<file path="src/rtl/uart_host_pkg.sv">
// uart_host_pkg: shared FSM encoding, UART register map and status bit positions
package uart_host_pkg;
    typedef enum logic [1:0] {IDLE, STAT, RDAT, WDAT} state_t;
    localparam logic ADR_DATA = 1'b0;
    localparam logic ADR_CSR = 1'b1;
    localparam int TXRDY = 7;
    localparam int RXRDY = 3;
    localparam int BRK = 2;
    localparam int PERR = 1;
    localparam int OVF = 0;
`ifdef UART_HOST_ERR_EN
    localparam int RX_W = 11;
`else
    localparam int RX_W = 8;
`endif
endpackage

</file>
<file path="src/rtl/uart_host_fifo.sv">
// uart_host_fifo: 2**AW-entry FIFO; push and pop in the same cycle both succeed, even when full
module uart_host_fifo #(
    parameter int W = 8,
    parameter int AW = 2
) (
    input  logic         clk_i,
    input  logic         rst_i,
    input  logic         push_i,
    input  logic [W-1:0] din_i,
    input  logic         pop_i,
    output logic [W-1:0] dout_o,
    output logic         full_o,
    output logic         empty_o
);
    logic [W-1:0] mem_q [2**AW];
    logic [AW:0] wr_q, rd_q;
    logic do_push, do_pop;
    assign empty_o = wr_q == rd_q;
    assign full_o = (wr_q[AW] != rd_q[AW]) && (wr_q[AW-1:0] == rd_q[AW-1:0]);
    assign do_pop = pop_i && !empty_o;
    assign do_push = push_i && (!full_o || pop_i);
    assign dout_o = mem_q[rd_q[AW-1:0]];
    always_ff @(posedge clk_i or posedge rst_i) begin
        if (rst_i) begin
            wr_q <= '0;
            rd_q <= '0;
        end else begin
            wr_q <= do_push ? wr_q + 1'b1 : wr_q;
            rd_q <= do_pop ? rd_q + 1'b1 : rd_q;
        end
    end
    always_ff @(posedge clk_i)
        if (do_push) mem_q[wr_q[AW-1:0]] <= din_i;
endmodule

</file>
<file path="src/rtl/uart_host_wbm.sv">
// uart_host_wbm: Wishbone poller moving bytes between an 8251-style UART and tx/rx streams.
// UART_HOST_ERR_EN keeps the break/perr/ovf bits of the preceding status read with each rx byte.
module uart_host_wbm import uart_host_pkg::*; #(
    parameter int FIFO_AW = 2
) (
    input  logic       wb_clk_i,
    input  logic       wb_rst_i,
    output logic       wbm_adr_o,
    output logic [7:0] wbm_dat_o,
    input  logic [7:0] wbm_dat_i,
    output logic       wbm_cyc_o,
    output logic       wbm_stb_o,
    output logic       wbm_we_o,
    input  logic       wbm_ack_i,
    input  logic [7:0] tx_dat_i,
    input  logic       tx_vld_i,
    output logic       tx_rdy_o,
    output logic [7:0] rx_dat_o,
    output logic       rx_vld_o,
    input  logic       rx_rdy_i,
    output logic [2:0] rx_err_o
);
    state_t state_q, state_d;
    logic cyc_q, cyc_d, we_q, we_d, adr_q, adr_d;
    logic [7:0] dat_q, dat_d, stat_q, stat_d, tx_head;
    logic tx_full, tx_empty, tx_pop, rx_full, rx_empty, rx_push;
    logic [RX_W-1:0] rx_din, rx_dout;
    logic unused_stat;
    assign wbm_cyc_o = cyc_q;
    assign wbm_stb_o = cyc_q;
    assign wbm_we_o = we_q;
    assign wbm_adr_o = adr_q;
    assign wbm_dat_o = dat_q;
    assign tx_rdy_o = !wb_rst_i && !tx_full;
    assign rx_vld_o = !rx_empty;
    assign rx_dat_o = rx_dout[7:0];
`ifdef UART_HOST_ERR_EN
    assign rx_din = {stat_q[BRK:OVF], wbm_dat_i};
    assign rx_err_o = rx_dout[RX_W-1:8];
    assign unused_stat = ^stat_q[6:3];
`else
    assign rx_din = wbm_dat_i;
    assign rx_err_o = 3'b000;
    assign unused_stat = ^stat_q[6:0];
`endif
    uart_host_fifo #(.W(8), .AW(FIFO_AW)) u_tx_fifo (
        .clk_i(wb_clk_i), .rst_i(wb_rst_i), .push_i(tx_vld_i && tx_rdy_o), .din_i(tx_dat_i),
        .pop_i(tx_pop), .dout_o(tx_head), .full_o(tx_full), .empty_o(tx_empty)
    );
    uart_host_fifo #(.W(RX_W), .AW(FIFO_AW)) u_rx_fifo (
        .clk_i(wb_clk_i), .rst_i(wb_rst_i), .push_i(rx_push), .din_i(rx_din),
        .pop_i(rx_rdy_i && rx_vld_o), .dout_o(rx_dout), .full_o(rx_full), .empty_o(rx_empty)
    );
    // Each busy state spends its first cycle with the bus idle, then holds one cycle until ack
    always_comb begin
        state_d = state_q;
        cyc_d = cyc_q;
        we_d = we_q;
        adr_d = adr_q;
        dat_d = dat_q;
        stat_d = stat_q;
        rx_push = 1'b0;
        tx_pop = 1'b0;
        if (state_q == IDLE) begin
            state_d = STAT;
        end else if (!cyc_q) begin
            cyc_d = 1'b1;
            we_d = state_q == WDAT;
            adr_d = (state_q == STAT) ? ADR_CSR : ADR_DATA;
            dat_d = (state_q == WDAT) ? tx_head : 8'h00;
        end else if (wbm_ack_i) begin
            cyc_d = 1'b0;
            we_d = 1'b0;
            if (state_q == STAT) begin
                stat_d = wbm_dat_i;
                state_d = (wbm_dat_i[RXRDY] && !rx_full) ? RDAT :
                          (wbm_dat_i[TXRDY] && !tx_empty) ? WDAT : IDLE;
            end else if (state_q == RDAT) begin
                rx_push = 1'b1;
                state_d = (stat_q[TXRDY] && !tx_empty) ? WDAT : IDLE;
            end else begin
                tx_pop = 1'b1;
                state_d = IDLE;
            end
        end
    end
    always_ff @(posedge wb_clk_i or posedge wb_rst_i) begin
        if (wb_rst_i) begin
            state_q <= IDLE;
            cyc_q <= 1'b0;
            we_q <= 1'b0;
            adr_q <= ADR_DATA;
            dat_q <= 8'h00;
            stat_q <= 8'h00;
        end else begin
            state_q <= state_d;
            cyc_q <= cyc_d;
            we_q <= we_d;
            adr_q <= adr_d;
            dat_q <= dat_d;
            stat_q <= stat_d;
        end
    end
endmodule

</file>
<file path="config.mk">
export PLATFORM = sky130hd
export DESIGN_NAME = uart_host_wbm
export DESIGN_NICKNAME = d
export VERILOG_FILES = /design/src/rtl/uart_host_pkg.sv /design/src/rtl/uart_host_fifo.sv /design/src/rtl/uart_host_wbm.sv
export SDC_FILE = /design/constraint.sdc
export NUM_CORES = 1
export LEC_CHECK = 0
export CAP_MARGIN = 20
export CORE_AREA = 2 2 92 94
export CTS_CLUSTER_SIZE = 14
export DETAILED_ROUTE_END_ITERATION = 6
export DIE_AREA = 0 0 94 96
export GPL_ROUTABILITY_DRIVEN = 1
export GPL_TIMING_DRIVEN = 0
export PLACE_DENSITY = 0.74
export SYNTH_ARGS = -nofsm -noshare
export SYNTH_HDL_FRONTEND = slang
export SYNTH_SLANG_ARGS = --single-unit
</file>
<file path="constraint.sdc">
create_clock -name wb_clk_i -period 1.76 [get_ports wb_clk_i]
set_input_delay 0.264 -clock wb_clk_i [delete_from_list [all_inputs] [get_ports wb_clk_i]]
set_output_delay 0.264 -clock wb_clk_i [all_outputs]
set_load 0.01 [all_outputs]
</file>
# Yosys cells after proc, flatten, opt, wreduce, memory -nomap -nowiden

Memory sizes are Yosys's and may differ from the RTL's.
Cells that the tools add are included.

Add/subtract/negate cells: 4
Reductions and logical operators: 26
Multiplexer cells: 28
Equality and inequality tests: 10
Bitwise operators: 2

Operator list:

| operator              | number |
|---|---|
| $mux W1               | 19 |
| $mux W2               | 8 |
| $add A3 B1 Y3 const B | 4 |
| $logic_and A1 B1 Y1   | 12 |
| $mux W8               | 1 |
| $eq A3 B3 Y1          | 2 |
| $reduce_and A2 Y1     | 3 |
| $logic_not A1 Y1      | 5 |
| $eq A2 B2 Y1          | 2 |
| $eq A2 B2 Y1 const B  | 2 |
| $reduce_and A4 Y1     | 1 |
| $reduce_bool A2 Y1    | 2 |
| $eq A2 B1 Y1 const B  | 1 |
| $logic_not A2 Y1      | 1 |
| $logic_or A1 B1 Y1    | 2 |
| $ne A1 B1 Y1          | 2 |
| $ne A2 B2 Y1 const B  | 1 |
| $not A1 Y1            | 2 |

Memories kept: 2
Register bits: 33
Memory bits (writable): 64
Output and inout bits: 25

Memories:

| name            | words | width | read ports | clocked after Yosys merged registers in | write ports | RTL line             | RTL |
|---|---|---|---|---|---|---|---|
| u_rx_fifo.mem_q | 4     | 8     | 1          | 0                                       | 1           | uart_host_fifo.sv:15 | `logic [W-1:0] mem_q [2**AW];` |
| u_tx_fifo.mem_q | 4     | 8     | 1          | 0                                       | 1           | uart_host_fifo.sv:15 |  |

# Longest topological paths before layout

Gate-level depths: netlist of run 1.

Word-level depth: 10
Depth in mapped cells: 6

# Hierarchy

From an unflattened synthesis of run 1, not the netlist that was laid out.

Cell total of the unflattened synthesis: 237
Area, all modules: 4,083.9 µm²

Modules (own cells, without submodules):

| module         | instances | seq. area each (µm²) | cells an instance | area each (µm²) |
|---|---|---|---|---|
| uart_host_fifo | 2         | 1,111.1              | 78                | 1,651.6 |
| uart_host_wbm  | 1         | 350.3                | 81                | 780.7 |

# Worst setup path after synthesis of run 1

Ideal clock, no wire load.

Kind: input-to-reg
Start point: input wb_rst_i
End point: memory u_tx_fifo.mem_q[0][0], enable pin
Slack: -58 ps
Stages on the path: 3
Arrival time: 1,487 ps
Required time: 1,428 ps
Cells stage by stage: inv_1 > o311a_4 > and2_1

Longest elaborated chain between the ends: 6

RTL lines:

| what                          | RTL line             | RTL |
|---|---|---|
| start: declaration            | uart_host_wbm.sv:7   | `input logic wb_rst_i,` |
| $logic_not A1 Y1 (no line)    | n/a                  |  |
| $logic_and A1 B1 Y1           | uart_host_wbm.sv:34  | `assign tx_rdy_o = !wb_rst_i && !tx_full;` |
| $logic_and A1 B1 Y1           | uart_host_wbm.sv:47  | `.clk_i(wb_clk_i), .rst_i(wb_rst_i), .push_i(tx_vld_i && tx_rdy_o), .din_i(tx_dat_i),` |
| $logic_and A1 B1 Y1           | uart_host_fifo.sv:21 | `assign do_push = push_i && (!full_o \|\| pop_i);` |
| $mux W1                       | uart_host_fifo.sv:33 | `if (do_push) mem_q[wr_q[AW-1:0]] <= din_i;` |
| $mux W1 (implied by the code) | uart_host_fifo.sv:33 |  |
| end: declaration              | uart_host_fifo.sv:15 |  |

No other way between the ends.

# Worst setup path in the final report of run 1

Start point: register u_rx_fifo.rd_q[0]
End point: output rx_dat_o[0]

Longest elaborated chain between the ends: 1

RTL lines:

| what                     | RTL line             | RTL |
|---|---|---|
| start: declaration       | uart_host_fifo.sv:16 | `logic [AW:0] wr_q, rd_q;` |
| start signal: assignment | uart_host_fifo.sv:29 | `rd_q <= do_pop ? rd_q + 1'b1 : rd_q;` |
| $mem_v2 Z4 W8            | n/a                  |  |
| end: declaration         | uart_host_wbm.sv:18  | `output logic [7:0] rx_dat_o,` |

No other way between the ends.

==> flow_summary.ini, run 1 <==
[timing]
holdWs_ns = 0.410
maxSlewHeadroom_pct = 55.4
worst_pin_slew_ns = 0.666
period_needed_ns = 1.90
maxSlewViolCount = 0
setup_viol = 9
setup_slack_ns = -0.139
max_freq_ghz = 0.527
fin_skew_ns = 0.00838
hold_violations = 0
finalCritPeriodShare_pct = 108
grt_setup_unrepaired = yes

[global_routing]
met3_usage_pct = 2.90
grt.overflow.total = 0
grt_use_total_pct = 16.5
grt_pass1_vias = 2127
use_met2_pct = 30.2
busiest_layer = met2
met1_usage_pct = 19.6
grt_max_degree = 17
grt_first_pass_wirelength_mm = 10.8
grt_antenna_before_repair = 0

[floorplan]
initial_utilization_pct = 48.4
die-height_um = 96
die_x_um = 94
dieArea_um2 = 9020
rows = 33
core_um2 = 8050
io_pins = 46

[routing]
totalWireLength_mm = 6.94
vias = 2036
first_iter_violations = 116
detail_route.wl_per_cell_um = 17.5
firstDrtPassIters = 6
drc = 0
viasPerCell = 5.14
ant_nets = 0

[placement]
dp_hpwl_mm = 4.29
finalWeightedCongestion = 0.774
portBuffers = 42
dp.cells = 363

[synthesis]
ys_ff_latch = 90
synth_ff_type = edfxtp_1
avgSynthCellArea_um2 = 18.2
synth-edff-count = 64
async_reset_ff_share_pct = 28.9
seq_area_frac_synth_pct = 66.0
synth_cells = 214
netlist_area_um2 = 3900
ys_types = 44
yosysWarnings = 0

[flow_run]
cap_violations = 0

[cells_and_area]
nets = 322
seqCellArea_um2 = 2580
drive_above_1_share_pct = 33.3
instances_no_fill = 396
area_growth_pct = 24.1
fillers = 609
multi_input_comb_area_um2 = 1280
insertedDiodeCount = 0

[cts]
root_buffer = clkbuf_8
tritoncts = done
cts.sinks = 90
cts_buffer_depth = 2
clkTransAtPathRegs_ns = 0.09
h-tree-depth = 3
cts_made_buffers = 9
insertion_delay_ns = 0.35

[outcome]
outcome = complete, but fails checks
violations = negative setup slack

[power_and_ir_drop]
total_power_mw = 7.35
vdd_drop_max_mv = 0.718
p_leak_nw = 1.85
powerDensity_nw_per_um2 = 1520

[worst_hold_path]
holdCritPathClass = input port to async pin

[worst_setup_path]
path_max_fanout = 5
cp.arrival_ns = 1.64
worst_ep_required_time_ns = 1.50
cp-end-kind = output port
worst_setup_path_start_kind = flip-flop
critPathKind = flip-flop to output port
-- synth_stat cells (3+ instances only) --
cell type / number / area [um2]
a21oi_1: 3 / 15.0
and2_2: 3 / 22.5
a22o_1: 8 / 70.1
nand2_1: 7 / 26.3
buf_6: 3 / 33.8
xor2_1: 5 / 43.8
edfxtp_1: 64 / 1920
xnor2_1: 8 / 70.1
and2_1: 3 / 18.8
mux4_2: 8 / 180
o21ai_0: 3 / 15.0
inv_1: 13 / 48.8
dfrtp_1: 26 / 651
buf_4: 5 / 37.5
ha_1: 15 / 188
mux4_1: 8 / 210
-- per-layer routing --
metal | wire length, um | vias up
met5 | 0 | -
met4 | 144 | 0
met3 | 213 | 14
met2 | 3770 | 35
met1 | 2810 | 1043
li1 | - | 944
-- cells in the final DEF, fill, tap and decap left out, types with 3 or more instances in the layout --
master	count
a22o_1	8
and2_2	3
and2_4	6
buf_2	8
buf_4	16
buf_6	5
clkbuf_8	9
clkdlybuf4s50_1	32
clkinvlp_4	3
conb_1	3
dfrtp_1	23
dfrtp_2	3
edfxtp_1	64
ha_1	13
inv_1	10
mux4_1	4
mux4_2	12
nand2_1	7
o21ai_0	3
xnor2_1	6
xor2_1	3
xor2_2	4
-- report_power, final --
group          switching (mW)  internal (mW)
clock                   0.756          0.529
sequential              0.346           2.64
combinational            1.37           1.70
-- repair_timing --
action,CTS,global route
buffers inserted,8,7
gates resized for setup,65,13
pin swaps,6,2
setup endpoints to repair,79,71
cloned,3,0
hold buffers,0,0
-- area by class of cell --
class	count	area share [%]
well taps	105	2.72
clock inverters	6	1.03
repair inverters	1	0.103
plain buffers	9	1.89
inverters	13	1.09
repair buffers	57	10.7
multi-input cells	105	26.5
clock buffers	10	2.64
flip-flops and latches	90	53.3
-- state kept, by name, indices dropped and copies added, names as in the netlist --
signal,flops
u_rx_fifo.rd_q,3
stat_q,1
wbm_dat_o,8
wbm_we_o,1
u_tx_fifo.rd_q,3
wbm_adr_o,1
u_tx_fifo.wr_q,3
u_rx_fifo.wr_q,3
wbm_cyc_o,1
u_tx_fifo.mem_q,32
state_q,2
u_rx_fifo.mem_q,32
-- per-stage QoR --
step | setup TNS, ns | instance area, um2 | setup WS (ns) | util [%]
floorplan | 0 | 3910 | 0.0308 | -
global placement | -26.85 | 4460 | -0.637 | 55.4
detailed placement | -26.41 | 4460 | -0.630 | 55.4
CTS | -1.38 | 4750 | -0.146 | 59.0
global route | -1.23 | 4840 | -0.172 | 60.1
finish | -0.767 | 4840 | -0.139 | 60.1
-- final timing paths --
path | from | to | slack [ns] | cells past startpoint
setup / recovery | u_rx_fifo.rd_q[0]$_DFFE_PP0P_ | rx_dat_o[0] | -0.14 | 3
hold / removal | wb_rst_i | u_tx_fifo.wr_q[2]$_DFFE_PP0P_ | 0.41 | 3
setup reg to reg | state_q[0]$_DFFE_PP0P_ | u_rx_fifo.mem_q[0][0]$_DFFE_PP_ | 0.05 | 5
hold reg to reg | wbm_we_o$_DFFE_PP0P_ | wbm_we_o$_DFFE_PP0P_ | 0.50 | 1
max in group asynchronous | wb_rst_i | u_tx_fifo.rd_q[0]$_DFFE_PP0P_ | 0.92 | 2
min in group wb_clk_i | wbm_we_o$_DFFE_PP0P_ | wbm_we_o$_DFFE_PP0P_ | 0.50 | 1
-- critical path: stages (launching register included) --
cell and delay, ns:
dfrtp_2 0.43, buf_8 0.14, mux4_1 0.56, buf_2 0.16
-- kinds of logic after synthesis --
logic type | synth area share, %
AO/OA/AOI/OAI | 5.59
multiplexers | 11.0
buffers and inverters | 3.18
adder cells (fa/ha/maj) | 4.82
XOR/XNOR | 5.17
flip-flops | 66.0
other | 0.0962
AND/OR/NAND/NOR | 4.14
(Power assumes the default switching activity.)
==> run 2: changes to the inputs <==
- CTS_CLUSTER_DIAMETER: not set -> 200
==> results of run 2 <==
No change in the layout: final DEF, timing and power equal those of run 1.
==> patch 1 (flow settings as in run 1) <==
Take the reset off `dat_q` and load it in a clocked block of its own.
--- a/src/rtl/uart_host_wbm.sv
+++ b/src/rtl/uart_host_wbm.sv
@@ -91,5 +91,4 @@
             we_q <= 1'b0;
             adr_q <= ADR_DATA;
-            dat_q <= 8'h00;
             stat_q <= 8'h00;
         end else begin
@@ -98,8 +97,11 @@
             we_q <= we_d;
             adr_q <= adr_d;
-            dat_q <= dat_d;
             stat_q <= stat_d;
         end
     end
+
+    always_ff @(posedge wb_clk_i) begin
+        dat_q <= dat_d;
+    end
 endmodule
 
Formal check against the unedited RTL: differs if wb_rst_i is asserted again (counterexample within 10 cycles, from zero or initial values and one cycle with wb_rst_i high); with wb_rst_i held inactive, the same outputs for 10 cycles.
==> patch 1 against run 1 <==
The flow still finishes with violations (negative setup slack). Worst setup slack worse by 0.042 ns. Combinational power grew 13%. Count of clock-buffer cells in the layout down 1. Sequential share of layout area down 1.3 points. Final area grew 4.0%. Sequential power about the same. Global-route usage down 0.56 points. Wire length grew 5.1%. Sequential cell count unchanged. Area after synthesis down 1.8%. Register-to-register slack got worse by 0.23 ns. Power is 8.5% higher. Via count grew 2.8%. Highest routed layer unchanged.
==> patch 1: results (changes against run 1) <==
[clocking]
cts_max_path_buffers=2  ; unchanged
clkLatencyLatePin_ns=0.37  ; was 0.35 ns
htreeDepth=3  ; unchanged
cts_made_buffers=9  ; unchanged
clk_pin_slew_ns=0.11  ; was 0.09 ns

[place]
hpwl_um=4360  ; was 4290 µm
post-place-ws_ns=-0.679  ; was -0.630 ns
gp_congestion=0.744  ; was 0.774

[critical_path]
path_max_fanout=7  ; was 5
crit_arrival_ns=2.08  ; was 1.64 ns
reg2regPathDepth=9  ; was 5

[yosys]
ys_async_sr_fraction_pct=20.0  ; was 28.9%
ys_top_cells_by_count=edfxtp_1, dfrtp_1, ha_1, inv_1, xnor2_1  ; was edfxtp_1, dfrtp_1, ha_1, inv_1
yosysWarnings=0  ; unchanged
synth_seq_area_share_pct=68.3  ; was 66.0%
synth.distinct_cells=36  ; was 44
synth_edf_count=72  ; was 64
yosys-top-cells-area=edfxtp_1, dfrtp_1, mux4_1  ; unchanged

[finish]
drive_gt1_share_pct=33.7  ; was 33.3%
nNetsFinal=328  ; was 322
antennaDiodeCount=0  ; unchanged

[detailed_routing]
routed-wl-met2_um=3860  ; was 3770 µm
wl_met1_um=2840  ; was 2810 µm
first_iter_violations=90  ; was 116
drt_pass1_iterations=4  ; was 6
viasPerCell=5.21  ; was 5.14
met3_wirelength_um=393  ; was 213 µm
wirelength_um=7290  ; was 6940 µm
routed.top_layer=met4  ; unchanged

[power_and_ir_drop]
power.leakage_nw=1.88  ; was 1.85 nW
irDropWorstVdd_v=0.000589  ; was 0.000718 V

[global_routing]
antenna_found_initial=0  ; unchanged
track_usage_pct=15.9  ; was 16.5%
grt_pass1_wl_um=10500  ; was 10800 µm
grt_max_degree=19  ; was 17
grt_pass1_vias=2044  ; was 2127

[outcome]
run_status=complete, but fails checks  ; unchanged
failed_checks=negative setup slack  ; unchanged

[timing]
hold_slack_ns=0.456  ; was 0.410 ns
skew_ns=0.0169  ; was 0.00838 ns
fin_ws_ns=-0.182  ; was -0.139 ns
setup_viol=38  ; was 9
slew_headroom_pct=49.9  ; was 55.4%

patch 1: cell count changes after synthesis, moves of 2 or more:
cell	delta
and2_1	+5
nand3_1	+2
nand3b_1	+2
mux2_2	+3
a22o_1	-7
edfxtp_1	+8
nor2_1	+5
buf_6	-2
dfrtp_1	-8
xor2_1	-2
patch 1: final timing paths:
check	end
max in group asynchronous	wbm_cyc_o
worst min register to register	u_rx_fifo.rd_q[2]
worst max register to register	u_rx_fifo.mem_q[0][0]
worst max-delay path	u_rx_fifo.mem_q[0][0]
worst min-delay path	state_q[0]
min in group wb_clk_i	u_rx_fifo.rd_q[2]
patch 1: what timing repair did:
action	4_1_cts	5_1_grt
resized for setup	68	20
pin swaps	10	8
setup buffers	14	13
gates cloned	1	0
endpoints found under the setup margin	88	79
patch 1: area by class of cell:
| cell class | instances | area [µm²] |
|---|---|---|
| Clock buffer | 9 | 124 |
| Fill cell | 563 | 3020 |
| Clock inverter | 7 | 95.1 |
| Sequential cell | 90 | 2610 |
| Buffer | 8 | 81.3 |
| Multi-Input combinational cell | 101 | 1280 |
| Timing Repair Buffer | 69 | 651 |
| Inverter | 13 | 51.3 |
| Tap cell | 105 | 131 |
patch 1: worst max-delay path, cell delays in order (launching register included):
cell and delay [ns]:
dfrtp_1 0.42, buf_8 0.15, buf_4 0.14, buf_6 0.12, xnor2_4 0.16, nand3_4 0.13, o211ai_4 0.25, buf_12 0.16
nor2_4 0.05, buf_12 0.13
patch 1: cells by family after synthesis:
kind of cell / after synthesis / synth area share, %
DFF: 90 / 68.3
and+or+nand+nor: 32 / 4.61
muxes: 21 / 11.7
buffers and inverters: 21 / 2.88
adders and majority gates: 15 / 4.91
xor gates and xnor gates: 15 / 4.32
AOI/OAI and AO/OA: 14 / 3.24
other: 1 / 0.0980
patch 1: metrics by stage:
stage / util [%] / power, W / instances / cell area, µm² / setup TNS (ns)
6_report: 62.5 / 0.00797 / 402 / 5030 / -4.75
5_1_grt: 62.5 / 0.00837 / 402 / 5030 / -7.97
4_1_cts: 59.9 / 0.00736 / 389 / 4820 / -2.35
3_5_place_dp: 54.5 / 0.00549 / 358 / 4390 / -22.97
3_3_place_gp: 54.5 / 0.00539 / 358 / 4390 / -21.54
2_1_floorplan: - / 0.00462 / 211 / 3830 / -2.46
patch 1: power breakdown:
part	switching, W	internal (W)
combinational	0.00157	0.00189
sequential	0.000302	0.00269
clock	0.000817	0.000697
total	0.00269	0.00528
patch 1: routing by layer:
metal	global-route usage, %	vias to the layer above
met3	3.52	20
met5	0	-
met2	27.1	81
met4	7.00	0
li1	-	950
met1	19.8	1042
==> patch 2 (flow settings as in run 1) <==
Without the edit above. The option `UART_HOST_ERR_EN` is turned on by a define.
--- a/src/rtl/uart_host_pkg.sv
+++ b/src/rtl/uart_host_pkg.sv
@@ -1,3 +1,5 @@
 // uart_host_pkg: shared FSM encoding, UART register map and status bit positions
+`define UART_HOST_ERR_EN
+
 package uart_host_pkg;
     typedef enum logic [1:0] {IDLE, STAT, RDAT, WDAT} state_t;
Formal check against the unedited RTL: not equivalent (Yosys sat finds a counterexample within 10 cycles, from zero or initial values and one cycle with wb_rst_i high).
==> patch 2 against run 1 <==
The flow still finishes with violations (negative setup slack). Via count up 8.7%. Area after synthesis rose by 10%. Wire length is 5.6% higher. Combinational power is 8.1% higher. Final area grew 12%. Fmax decreased by 2.0%. Sequential cell count increased by 15. Worst setup slack got worse by 0.039 ns. Power is 11% higher. Clock power is 6% higher. Register-to-register slack got worse by 0.08 ns. Critical endpoint is now rx_err_o[2]. Highest routed layer unchanged.
==> patch 2: results (changes against run 1) <==
[outcome]
run_status=complete, but fails checks  ; unchanged
failed_checks=negative setup slack  ; unchanged

[timing]
finalSetupTns_ns=-2.11  ; was -0.767 ns
hold_slack_ns=0.324  ; was 0.410 ns
fin_ws_ns=-0.178  ; was -0.139 ns
setup_viol=54  ; was 9

[yosys]
synth.distinct_cells=37  ; was 44
ys_top_cells_by_count=edfxtp_1, dfrtp_1, ha_1, inv_1, mux4_2  ; was edfxtp_1, dfrtp_1, ha_1, inv_1
synth_cells=229  ; was 214
synth_seq_area_share_pct=69.9  ; was 66.0%
ys_async_sr_fraction_pct=27.6  ; was 28.9%

[finish]
instances_no_fill=409  ; was 396
synthToLayoutAreaGrowth_pct=25.9  ; was 24.1%
nNetsFinal=335  ; was 322

[critical_path]
crit_arrival_ns=1.67  ; was 1.64 ns
critPathMaxStageDelay_ns=0.51  ; was 0.56 ns
r2r_end=u_tx_fifo.mem_q[3][1]  ; was u_rx_fifo.mem_q[0][0]
slowest_stage=mux4_2  ; was mux4_1
r2r-start=u_tx_fifo.rd_q[1]  ; was state_q[0]
rrSetupSlack_ns=-0.03  ; was 0.05 ns

[global_routing]
grt_pass1_vias=2153  ; was 2127
grt_max_degree=22  ; was 17
grt_pass1_wl_um=11400  ; was 10800 µm

[power_and_ir_drop]
irDropWorstVdd_v=0.000768  ; was 0.000718 V

[place]
post-place-ws_ns=-0.707  ; was -0.630 ns
place_area_mm2=0.00492  ; was 0.00446 mm²
gp_congestion=0.816  ; was 0.774

[detailed_routing]
vias=2214  ; was 2036

patch 2: what timing repair did:
item	in CTS	in global routing
hold buffers	0	0
pin swaps	5	6
cloned	1	0
hold endpoints to repair	0	0
endpoints found under the setup margin	105	104
setup buffers	10	7
gates resized for setup	87	13
patch 2: worst max path at each step:
stage | start | to | slack, ns
after floorplan | state_q[0] | u_rx_fifo.mem_q[0][0] | -0.08
after global placement | wbm_ack_i | u_rx_fifo.mem_q[1][5] | -0.69
after detailed placement | wbm_ack_i | u_rx_fifo.mem_q[1][5] | -0.71
after CTS | u_rx_fifo.rd_q[0] | rx_dat_o[7] | -0.19
after global routing | u_rx_fifo.rd_q[0] | rx_dat_o[7] | -0.23
final | u_rx_fifo.rd_q[0] | rx_err_o[2] | -0.18
patch 2: logic make-up (layout without fill, tap and decap cells):
logic type	after synthesis	count (layout)	share of synthesized area, %
mux	27	27	12.7
flops	105	105	69.9
buf+inv	20	95	2.12
compound gates	21	21	4.13
xor+xnor	14	14	3.37
fa+ha+maj	15	15	4.36
simple gates	27	27	3.37
patch 2: final cells by class:
type | instances | area share [%]
multi-input cells | 104 | 24.7
flip-flops and latches | 105 | 55.6
inverters | 14 | 1.02
well taps | 105 | 2.43
clock inverters | 6 | 0.947
repair buffers | 60 | 11.9
clock buffers | 10 | 2.36
plain buffers | 5 | 1.06
patch 2: routing by layer:
layer / wire length [µm] / vias up / global-route usage [%]
met3: 269 / 9 / 4.31
met1: 3190 / 1129 / 22.8
met4: 85 / 0 / 5.80
met5: 0 / - / 0
li1: - / 1024 / -
met2: 3780 / 52 / 29.4
patch 2: power breakdown:
group / internal (W) / switching, W
clock: 0.000535 / 0.000825
combinational: 0.00185 / 0.00146
sequential: 0.00312 / 0.000379
total: 0.00551 / 0.00267
